==> src/rtl/uart_pkg.sv <==
// Shared definitions for the UART transmit path.
// Parity modes, framer state encoding and legal data widths.
package uart_pkg;

    localparam logic [2:0] PAR_NONE  = 3'd0;
    localparam logic [2:0] PAR_EVEN  = 3'd1;
    localparam logic [2:0] PAR_ODD   = 3'd2;
    localparam logic [2:0] PAR_MARK  = 3'd3;
    localparam logic [2:0] PAR_SPACE = 3'd4;

    localparam int DATA_W_MIN = 5;
    localparam int DATA_W_MAX = 9;

    typedef enum logic [2:0] {
        ST_IDLE   = 3'd0,
        ST_START  = 3'd1,
        ST_DATA   = 3'd2,
        ST_PARITY = 3'd3,
        ST_STOP   = 3'd4
    } state_t;

endpackage

==> src/rtl/uart_parity.sv <==
// Combinational parity bit for a UART data word.
// valid is low when the mode selects no parity bit (including codes 5..7).
module uart_parity
    import uart_pkg::*;
#(
    parameter int DATA_W = 8
) (
    input  logic [DATA_W-1:0] data,
    input  logic [2:0]        mode,
    output logic              par,
    output logic              valid
);

    always_comb begin
        par   = 1'b0;
        valid = 1'b0;
        unique case (mode)
            PAR_EVEN: begin
                par   = ^data;
                valid = 1'b1;
            end
            PAR_ODD: begin
                par   = ~^data;
                valid = 1'b1;
            end
            PAR_MARK: begin
                par   = 1'b1;
                valid = 1'b1;
            end
            PAR_SPACE: begin
                par   = 1'b0;
                valid = 1'b1;
            end
            default: begin
                par   = 1'b0;
                valid = 1'b0;
            end
        endcase
    end

endmodule

==> src/rtl/uart_tx_framer.sv <==
// UART transmit framer: start, DATA_W bits LSB first, optional parity, 1/2 stops.
// All frame settings are captured on accept so the frame ignores later input changes.
module uart_tx_framer
    import uart_pkg::*;
#(
    parameter int DATA_W = 8,
    parameter int DIV_W  = 16
) (
    input  logic              clk,
    input  logic              rst_n,
    input  logic [DATA_W-1:0] tx_data,
    input  logic              tx_valid,
    output logic              tx_ready,
    input  logic [2:0]        par_mode,
    input  logic              stop2,
    input  logic [DIV_W-1:0]  baud_div,
    output logic              txd,
    output logic              busy
);

    localparam int BW = $clog2(DATA_W + 1);
    localparam logic [BW-1:0] LAST_BIT = BW'(DATA_W - 1);

    state_t            state;
    logic [DATA_W-1:0] shift;
    logic [DIV_W-1:0]  div_q;
    logic [DIV_W-1:0]  baud_cnt;
    logic [DIV_W-1:0]  p_m1;
    logic [BW-1:0]     bit_cnt;
    logic              par_q;
    logic              par_en_q;
    logic              stop2_q;
    logic              par_bit;
    logic              par_en;
    logic              bit_end;

    uart_parity #(
        .DATA_W(DATA_W)
    ) u_parity (
        .data (tx_data),
        .mode (par_mode),
        .par  (par_bit),
        .valid(par_en)
    );

    // A divider of 0 or 1 both give one clock per bit.
    assign p_m1    = (div_q > DIV_W'(1)) ? div_q - DIV_W'(1) : '0;
    assign bit_end = (baud_cnt == p_m1);

    always_ff @(posedge clk or negedge rst_n) begin
        if (!rst_n) begin
            state    <= ST_IDLE;
            shift    <= '0;
            div_q    <= '0;
            baud_cnt <= '0;
            bit_cnt  <= '0;
            par_q    <= 1'b0;
            par_en_q <= 1'b0;
            stop2_q  <= 1'b0;
            txd      <= 1'b1;
            tx_ready <= 1'b1;
            busy     <= 1'b0;
        end else begin
            if (state != ST_IDLE) begin
                baud_cnt <= bit_end ? '0 : baud_cnt + DIV_W'(1);
            end
            unique case (state)
                ST_IDLE: begin
                    txd      <= 1'b1;
                    baud_cnt <= '0;
                    bit_cnt  <= '0;
                    if (tx_valid && tx_ready) begin
                        shift    <= tx_data;
                        div_q    <= baud_div;
                        par_q    <= par_bit;
                        par_en_q <= par_en;
                        stop2_q  <= stop2;
                        txd      <= 1'b0;
                        tx_ready <= 1'b0;
                        busy     <= 1'b1;
                        state    <= ST_START;
                    end
                end
                ST_START: begin
                    if (bit_end) begin
                        txd   <= shift[0];
                        state <= ST_DATA;
                    end
                end
                ST_DATA: begin
                    if (bit_end) begin
                        shift <= shift >> 1;
                        if (bit_cnt == LAST_BIT) begin
                            bit_cnt <= '0;
                            if (par_en_q) begin
                                txd   <= par_q;
                                state <= ST_PARITY;
                            end else begin
                                txd   <= 1'b1;
                                state <= ST_STOP;
                            end
                        end else begin
                            bit_cnt <= bit_cnt + BW'(1);
                            txd     <= shift[1];
                        end
                    end
                end
                ST_PARITY: begin
                    if (bit_end) begin
                        txd   <= 1'b1;
                        state <= ST_STOP;
                    end
                end
                ST_STOP: begin
                    if (bit_end) begin
                        // bit_cnt tracks the first of two stop bits.
                        if (stop2_q && bit_cnt == '0) begin
                            bit_cnt <= BW'(1);
                        end else begin
                            bit_cnt  <= '0;
                            tx_ready <= 1'b1;
                            busy     <= 1'b0;
                            state    <= ST_IDLE;
                        end
                    end
                end
                default: begin
                    txd      <= 1'b1;
                    tx_ready <= 1'b1;
                    busy     <= 1'b0;
                    state    <= ST_IDLE;
                end
            endcase
        end
    end

endmodule
==> config.mk <==
export PLATFORM = sky130hd
export DESIGN_NAME = uart_tx_framer
export DESIGN_NICKNAME = d
export VERILOG_FILES = /design/src/rtl/uart_pkg.sv /design/src/rtl/uart_parity.sv /design/src/rtl/uart_tx_framer.sv
export SDC_FILE = /design/constraint.sdc
export NUM_CORES = 1
export LEC_CHECK = 0
export ABC_CLOCK_PERIOD_IN_PS = 9100
export CAP_MARGIN = 10
export CORE_ASPECT_RATIO = 0.6
export CORE_UTILIZATION = 50
export CTS_CLUSTER_DIAMETER = 200
export CTS_CLUSTER_SIZE = 24
export DETAILED_ROUTE_END_ITERATION = 8
export PLACE_DENSITY_LB_ADDON = 0.25
export SYNTH_ARGS = -nofsm -noshare
export SYNTH_HDL_FRONTEND = slang
export SYNTH_HIERARCHICAL = 1
export SYNTH_SLANG_ARGS = --single-unit
==> constraint.sdc <==
create_clock -name clk -period 9.1 [get_ports clk]
set_clock_uncertainty 0.05 [all_clocks]
set_input_delay 1.365 -clock clk [delete_from_list [all_inputs] [get_ports clk]]
set_output_delay 1.365 -clock clk [all_outputs]
set_load 0.02 [all_outputs]
==> impl_metrics.csv, run 1 <==
group,metric,value,unit
outcome,status,"complete, no violations",
pwr,p_leak,1.67,nW
layout,diodes,0,
layout,multi_input_area,0.00190,mm²
timing,min_period_over_period,46.4,%
cts,clk_latency,0.32,ns
timing,fin_crit,4.23,ns
hold_path,holdPathEnd,"shift[6]",
cts,cts_buffers,5,
drt,drt_iter0_drc,255,
synthesis,syn_inst,351,
global_routing,antenna_found_initial,0,
cts,cts_tree,"built",
flow_run,cap_violations,0,
timing,setup_tns,0,ns
placed_design,gp_congestion,0.865,
layout,final_core_util,61.4,%
critical_path,critPathKind,"register to register",
drt,drc,0,
synthesis,synthesis.nets,387,
floorplanning,start_util,53.2,%
synthesis,synthFlopType,"dfrtp_1",
drt,drt-wirelength-per-cell,15.8,µm
global_routing,grt_max_degree,54,
floorplanning,fp-row-count,22,
cts,cts.sink_count,53,
critical_path,ff2ff_setup_slack,4.87,ns
cts,ctsHoldBuffers,0,
drt,num_vias,2683,
synthesis,netlist_area,0.00334,mm²
cts,postCtsSetupRepairBufs,0,
pwr,power.density,113,mW/mm²
synthesis,netlist-cell-type-count,54,
layout,fill_cells,537,
floorplanning,fp.dieArea,0.00702,mm²
critical_path,reg2reg_depth,11,
critical_path,crit_chain,"inv_1 > ha_1 > nor3b_1 > nand3_1 > xor2_1 > o22ai_1 > nor4_1 > o21ai_0 > o31ai_4 > nand3_4 > mux2_1",
placed_design,port_buffers,33,
timing,report.final.slew_viol_count,0,
timing,whs,0.447,ns
critical_path,timing.rr.end,"shift[5]",
critical_path,critPathCaptureType,"register",
critical_path,slowest_delay,0.73,ns
layout,final_common_cell,"dfrtp_1",
floorplanning,fp.dieH,65.3,µm
critical_path,cpMaxStageDelayCell,"o31ai_4",
synthesis,synth_edf_count,0,
drt,first_pass_iters,5,
floorplanning,die_w,107,µm
synthesis,synth_warnings,6,
synthesis,synth-seq-cells,53,
critical_path,worst-path-max-fanout,17,
layout,nets,415,
drt,viasPerCell,5.78,
timing,slew_headroom,47.7,%
layout,fin_area,0.00385,mm²
cts,h-tree-depth,2,
synthesis,avgSynthCellArea,9.51,µm²
global_routing,grt_pass1_wl,12400,µm
hold_path,hp-start,"shift[6]",
critical_path,reg2reg_from,"div_q[0]",
drt,routed_wl,7320,µm
timing,worst_pin_slew,0.784,ns
timing,setup_violations,0,
global_routing,grt_overflow_total,0,
placed_design,placedCellCount,455,
cts,root_buffer,"clkbuf_8",
synthesis,seq_area_frac_synth,39.8,%
layout,final_cells,464,
placed_design,dp_hpwl,5410,µm
critical_path,required,9.26,ns
layout,area_growth,15.4,%
critical_path,start_kind,"register",
critical_path,cp.arrival,4.39,ns
layout,final_cell_mix,"dfrtp_1 (51), nor2_1 (43), clkdlybuf4s50_1 (32)",
hold_path,hold_depth,1,
timing,hold_viol,0,
cts,cts_resized,0,
placed_design,place_area,0.00373,mm²
cts,clk_path_buf_depth,2,
global_routing,grtUsageTotal,23.2,%
floorplanning,core,0.00628,mm²
timing,grt_setup_unrepaired,"false",
cts,clkTransAtPathRegs,0.10,ns
timing,fmax,0.237,GHz
floorplanning,boundaryPins,34,
layout,drive_gt1_share,12.6,%
synthesis,async_reset_ff_share,100,%
layout,register_area,0.00133,mm²
hold_path,min_path_type,"register to register",
global_routing,grt_pass1_vias,2475,
pwr,ir_worst_vdd,0.0727,mV
drt,drtAntennaViolNets,0,
==> report_power, final <==
part           internal [W]  switching, W
Combinational     0.0000173     0.0000108
Clock             0.0000895     0.0000813
Sequential         0.000235             0
Total              0.000342     0.0000922
==> registers in the layout, indices dropped and copies added, names as in the netlist <==
signal	cells
baud_cnt	16
bit_cnt	4
busy	1
div_q	16
par_en_q	1
par_q	1
shift	8
state	3
stop2_q	1
tx_ready	1
txd	1
==> cells by family (layout without fill, tap and decap cells) <==
family,Yosys count,in the layout,synth area share [%]
flip-flops,53,53,39.8
multiplexers,34,34,11.3
adder cells (fa/ha/maj),5,5,1.87
buffers and inverters,29,58,3.37
AND/OR/NAND/NOR,133,133,21.0
XOR/XNOR,40,40,10.5
AO/OA/AOI/OAI,57,57,12.1
==> area by class of cell <==
| class | count | share of cell area, % |
|---|---|---|
| well taps | 84 | 2.73 |
| clock buffers | 6 | 2.14 |
| clock inverters | 2 | 0.975 |
| flip-flops and latches | 53 | 34.5 |
| repair buffers | 36 | 8.97 |
| multi-input cells | 269 | 49.3 |
| inverters | 14 | 1.36 |
==> Yosys cell counts (all sizes together) (2+ instances only) <==
master | number | area [µm²]
nor3 | 6 | 30.0
and2 | 3 | 21.3
nand3 | 19 | 113
o21a | 2 | 15.0
nor4 | 6 | 52.6
nor2 | 44 | 165
o31ai | 5 | 51.3
o22ai | 2 | 12.5
and4 | 2 | 17.5
inv | 14 | 52.6
nand3b | 2 | 15.0
or3 | 2 | 12.5
nor3b | 3 | 22.5
nand2b | 5 | 31.3
dfrtp | 51 | 1280
a211o | 2 | 17.5
and3 | 7 | 43.8
clkbuf | 12 | 45.0
o21ai | 14 | 70.1
buf | 3 | 15.0
o41ai | 2 | 17.5
a31oi | 5 | 31.3
nand2 | 21 | 78.8
xor2 | 19 | 166
dfstp | 2 | 52.6
nand4 | 6 | 37.5
mux2 | 29 | 327
ha | 5 | 62.6
mux2i | 5 | 50.1
or4 | 3 | 22.5
nand4b | 3 | 32.5
a21oi | 12 | 60.1
xnor2 | 21 | 184
==> worst max path at each step <==
stage              from  endpoint  slack (ns)
3_3_place_gp   div_q[0]  state[1]        5.03
2_1_floorplan  div_q[4]  shift[0]        5.73
4_1_cts        div_q[0]  state[1]        4.86
5_1_grt        div_q[0]  shift[6]        4.50
3_5_place_dp   div_q[0]  state[1]        4.91
6_report       div_q[0]  shift[5]        4.87
==> metrics by stage <==
step | setup slack (ns) | power, W
2_1_floorplan | 5.73 | 0.000249
3_3_place_gp | 5.03 | 0.000268
3_5_place_dp | 4.91 | 0.000269
4_1_cts | 4.86 | 0.000438
5_1_grt | 4.50 | 0.000451
6_report | 4.87 | 0.000434
==> layer usage <==
layer  GRT usage, %  part of all wire [%]
met4           5.65                  0.81
met1           36.0                    54
met5              0                     0
met3           6.15                   6.4
met2           31.3                    39
==> critical path, delay by kind of cell, from the launching register on <==
family,cells,cell delay (ns)
muxes,1,0.38
DFF,1,0.45
and+or+nand+nor,4,1.39
buffers and inverters,1,0.09
AOI/OAI and AO/OA,3,1.19
xor gates and xnor gates,1,0.22
adders and majority gates,1,0.33
Note: power is estimated with default switching activity, not from simulation.
==> run 2: changes to the inputs <==
ABC_CLOCK_PERIOD_IN_PS = 4300   (was 9100)
clock period = 4.3 ns   (was 9.1 ns; I/O delays follow)
==> impl_metrics.csv, run 2 (synthesis results as in run 1) <==
group,metric,value,unit
timing,setup_violations,0,
flow_run,cap_violations,0,
timing,slew_headroom,32.1,%
global_routing,grt_max_degree,54,
layout,top_regs,"baud_cnt: 16 flops, div_q: 16 flops, shift: 8 flops",
critical_path,startpoint,"div_q[0]",
cts,clk_path_buf_depth,2,
outcome,status,"complete, no violations",
timing,hold_viol,0,
drt,first_pass_iters,4,
floorplanning,core,0.00628,mm²
timing,fmax,0.273,GHz
global_routing,grt_overflow_total,0,
cts,cts_buffers,5,
critical_path,critPathCaptureType,"register",
pwr,power.density,225,mW/mm²
placed_design,placedCellCount,458,
floorplanning,fp.dieArea,0.00702,mm²
placed_design,dp_hpwl,5570,µm
layout,area_growth,15.3,%
placed_design,gp_congestion,0.851,
drt,drtAntennaViolNets,0,
drt,drc,0,
floorplanning,fp.dieH,65.3,µm
timing,fin_crit,3.66,ns
pwr,p_leak,1.68,nW
layout,final_common_cell,"dfrtp_1",
drt,drt-wirelength-per-cell,16.0,µm
layout,fin_area,0.00385,mm²
cts,cts.sink_count,53,
drt,viasPerCell,5.73,
floorplanning,die_w,107,µm
global_routing,grt_pass1_wl,12800,µm
drt,routed_wl,7480,µm
critical_path,cpMaxStageDelayCell,"nor3b_1",
layout,diodes,0,
layout,final_cell_mix,"dfrtp_1 (51), nor2_1 (43), clkdlybuf4s50_1 (32)",
cts,clk_latency,0.32,ns
floorplanning,boundaryPins,34,
layout,drive_gt1_share,13.1,%
floorplanning,fp-row-count,22,
critical_path,reg2reg_from,"div_q[0]",
critical_path,slowest_delay,0.56,ns
cts,cts_resized,0,
timing,min_period_over_period,85.1,%
pwr,ir_worst_vdd,0.149,mV
cts,h-tree-depth,2,
timing,report.final.slew_viol_count,0,
layout,final_cells,466,
placed_design,port_buffers,33,
critical_path,worst-path-max-fanout,9,
timing,grt_setup_unrepaired,"false",
cts,postCtsSetupRepairBufs,0,
cts,cts_tree,"built",
timing,whs,0.386,ns
cts,clkTransAtPathRegs,0.10,ns
global_routing,grt_pass1_vias,2597,
global_routing,grtUsageTotal,24.3,%
floorplanning,start_util,53.2,%
timing,setup_tns,0,ns
timing,worst_pin_slew,1.02,ns
layout,fill_cells,536,
critical_path,required,4.45,ns
placed_design,place_area,0.00375,mm²
drt,num_vias,2668,
cts,ctsHoldBuffers,0,
cts,root_buffer,"clkbuf_8",
layout,final_core_util,61.3,%
critical_path,cp.arrival,3.81,ns
critical_path,crit_chain,"inv_1 > ha_1 > nor3b_1 > nand3_1 > xor2_1 > o22ai_1 > nor4_1 > o21ai_0 > o31ai_4 > nand3_4 > mux2_1",
layout,nets,417,
hold_path,min_path_type,"input port to async pin",
drt,drt_iter0_drc,275,
critical_path,start_kind,"register",
critical_path,critPathKind,"register to register",
global_routing,antenna_found_initial,0,
run 2: stage by stage:
stage	setup WS, ns	total power, W
2_1_floorplan	0.929	0.000527
3_3_place_gp	0.856	0.000568
3_5_place_dp	0.695	0.000569
4_1_cts	0.676	0.000878
5_1_grt	0.306	0.000912
6_report	0.641	0.000868
run 2: worst max-delay path: cells and delay by family (launching register included):
kind | cells | cell delay, ns
XOR/XNOR | 1 | 0.20
multiplexers | 1 | 0.37
flip-flops | 1 | 0.46
buffers and inverters | 1 | 0.10
AO/OA/AOI/OAI | 3 | 0.76
AND/OR/NAND/NOR | 4 | 1.26
adder cells (fa/ha/maj) | 1 | 0.34
run 2: layer usage:
| metal | global-route usage (%) | up-vias | share of wire (%) |
|---|---|---|---|
| li1 | - | 1301 | - |
| met1 | 37.3 | 1285 | 52 |
| met2 | 32.8 | 72 | 40 |
| met3 | 5.75 | 10 | 6.7 |
| met4 | 8.05 | 0 | 1.3 |
| met5 | 0 | - | 0 |
run 2: final timing paths:
check                              end  slack (ns)  cells past startpoint
setup / recovery              shift[5]        0.64                     11
hold / removal             baud_cnt[2]        0.39                      2
setup reg to reg              shift[5]        0.64                     11
hold reg to reg               shift[0]        0.46                      1
max in group asynchronous  baud_cnt[9]        3.37                      2
min in group clk              shift[0]        0.46                      1
run 2: where the power goes:
group           total, W  internal [W]  leakage [nW]  switching [W]
clock           0.000310      0.000146        0.0542       0.000164
combinational  0.0000596     0.0000366         0.950      0.0000230
sequential      0.000498      0.000498         0.677              0
run 2: final cells by class:
type                            count  area (µm²)  share of cell area [%]
Multi-Input combinational cell    269        1900                    49.3
Sequential cell                    53        1330                    34.5
Timing Repair Buffer               38         363                    9.42
Tap cell                           84         105                    2.73
Clock buffer                        7        96.3                    2.50
Inverter                           14        52.6                    1.36
Clock inverter                      1        5.00                   0.130
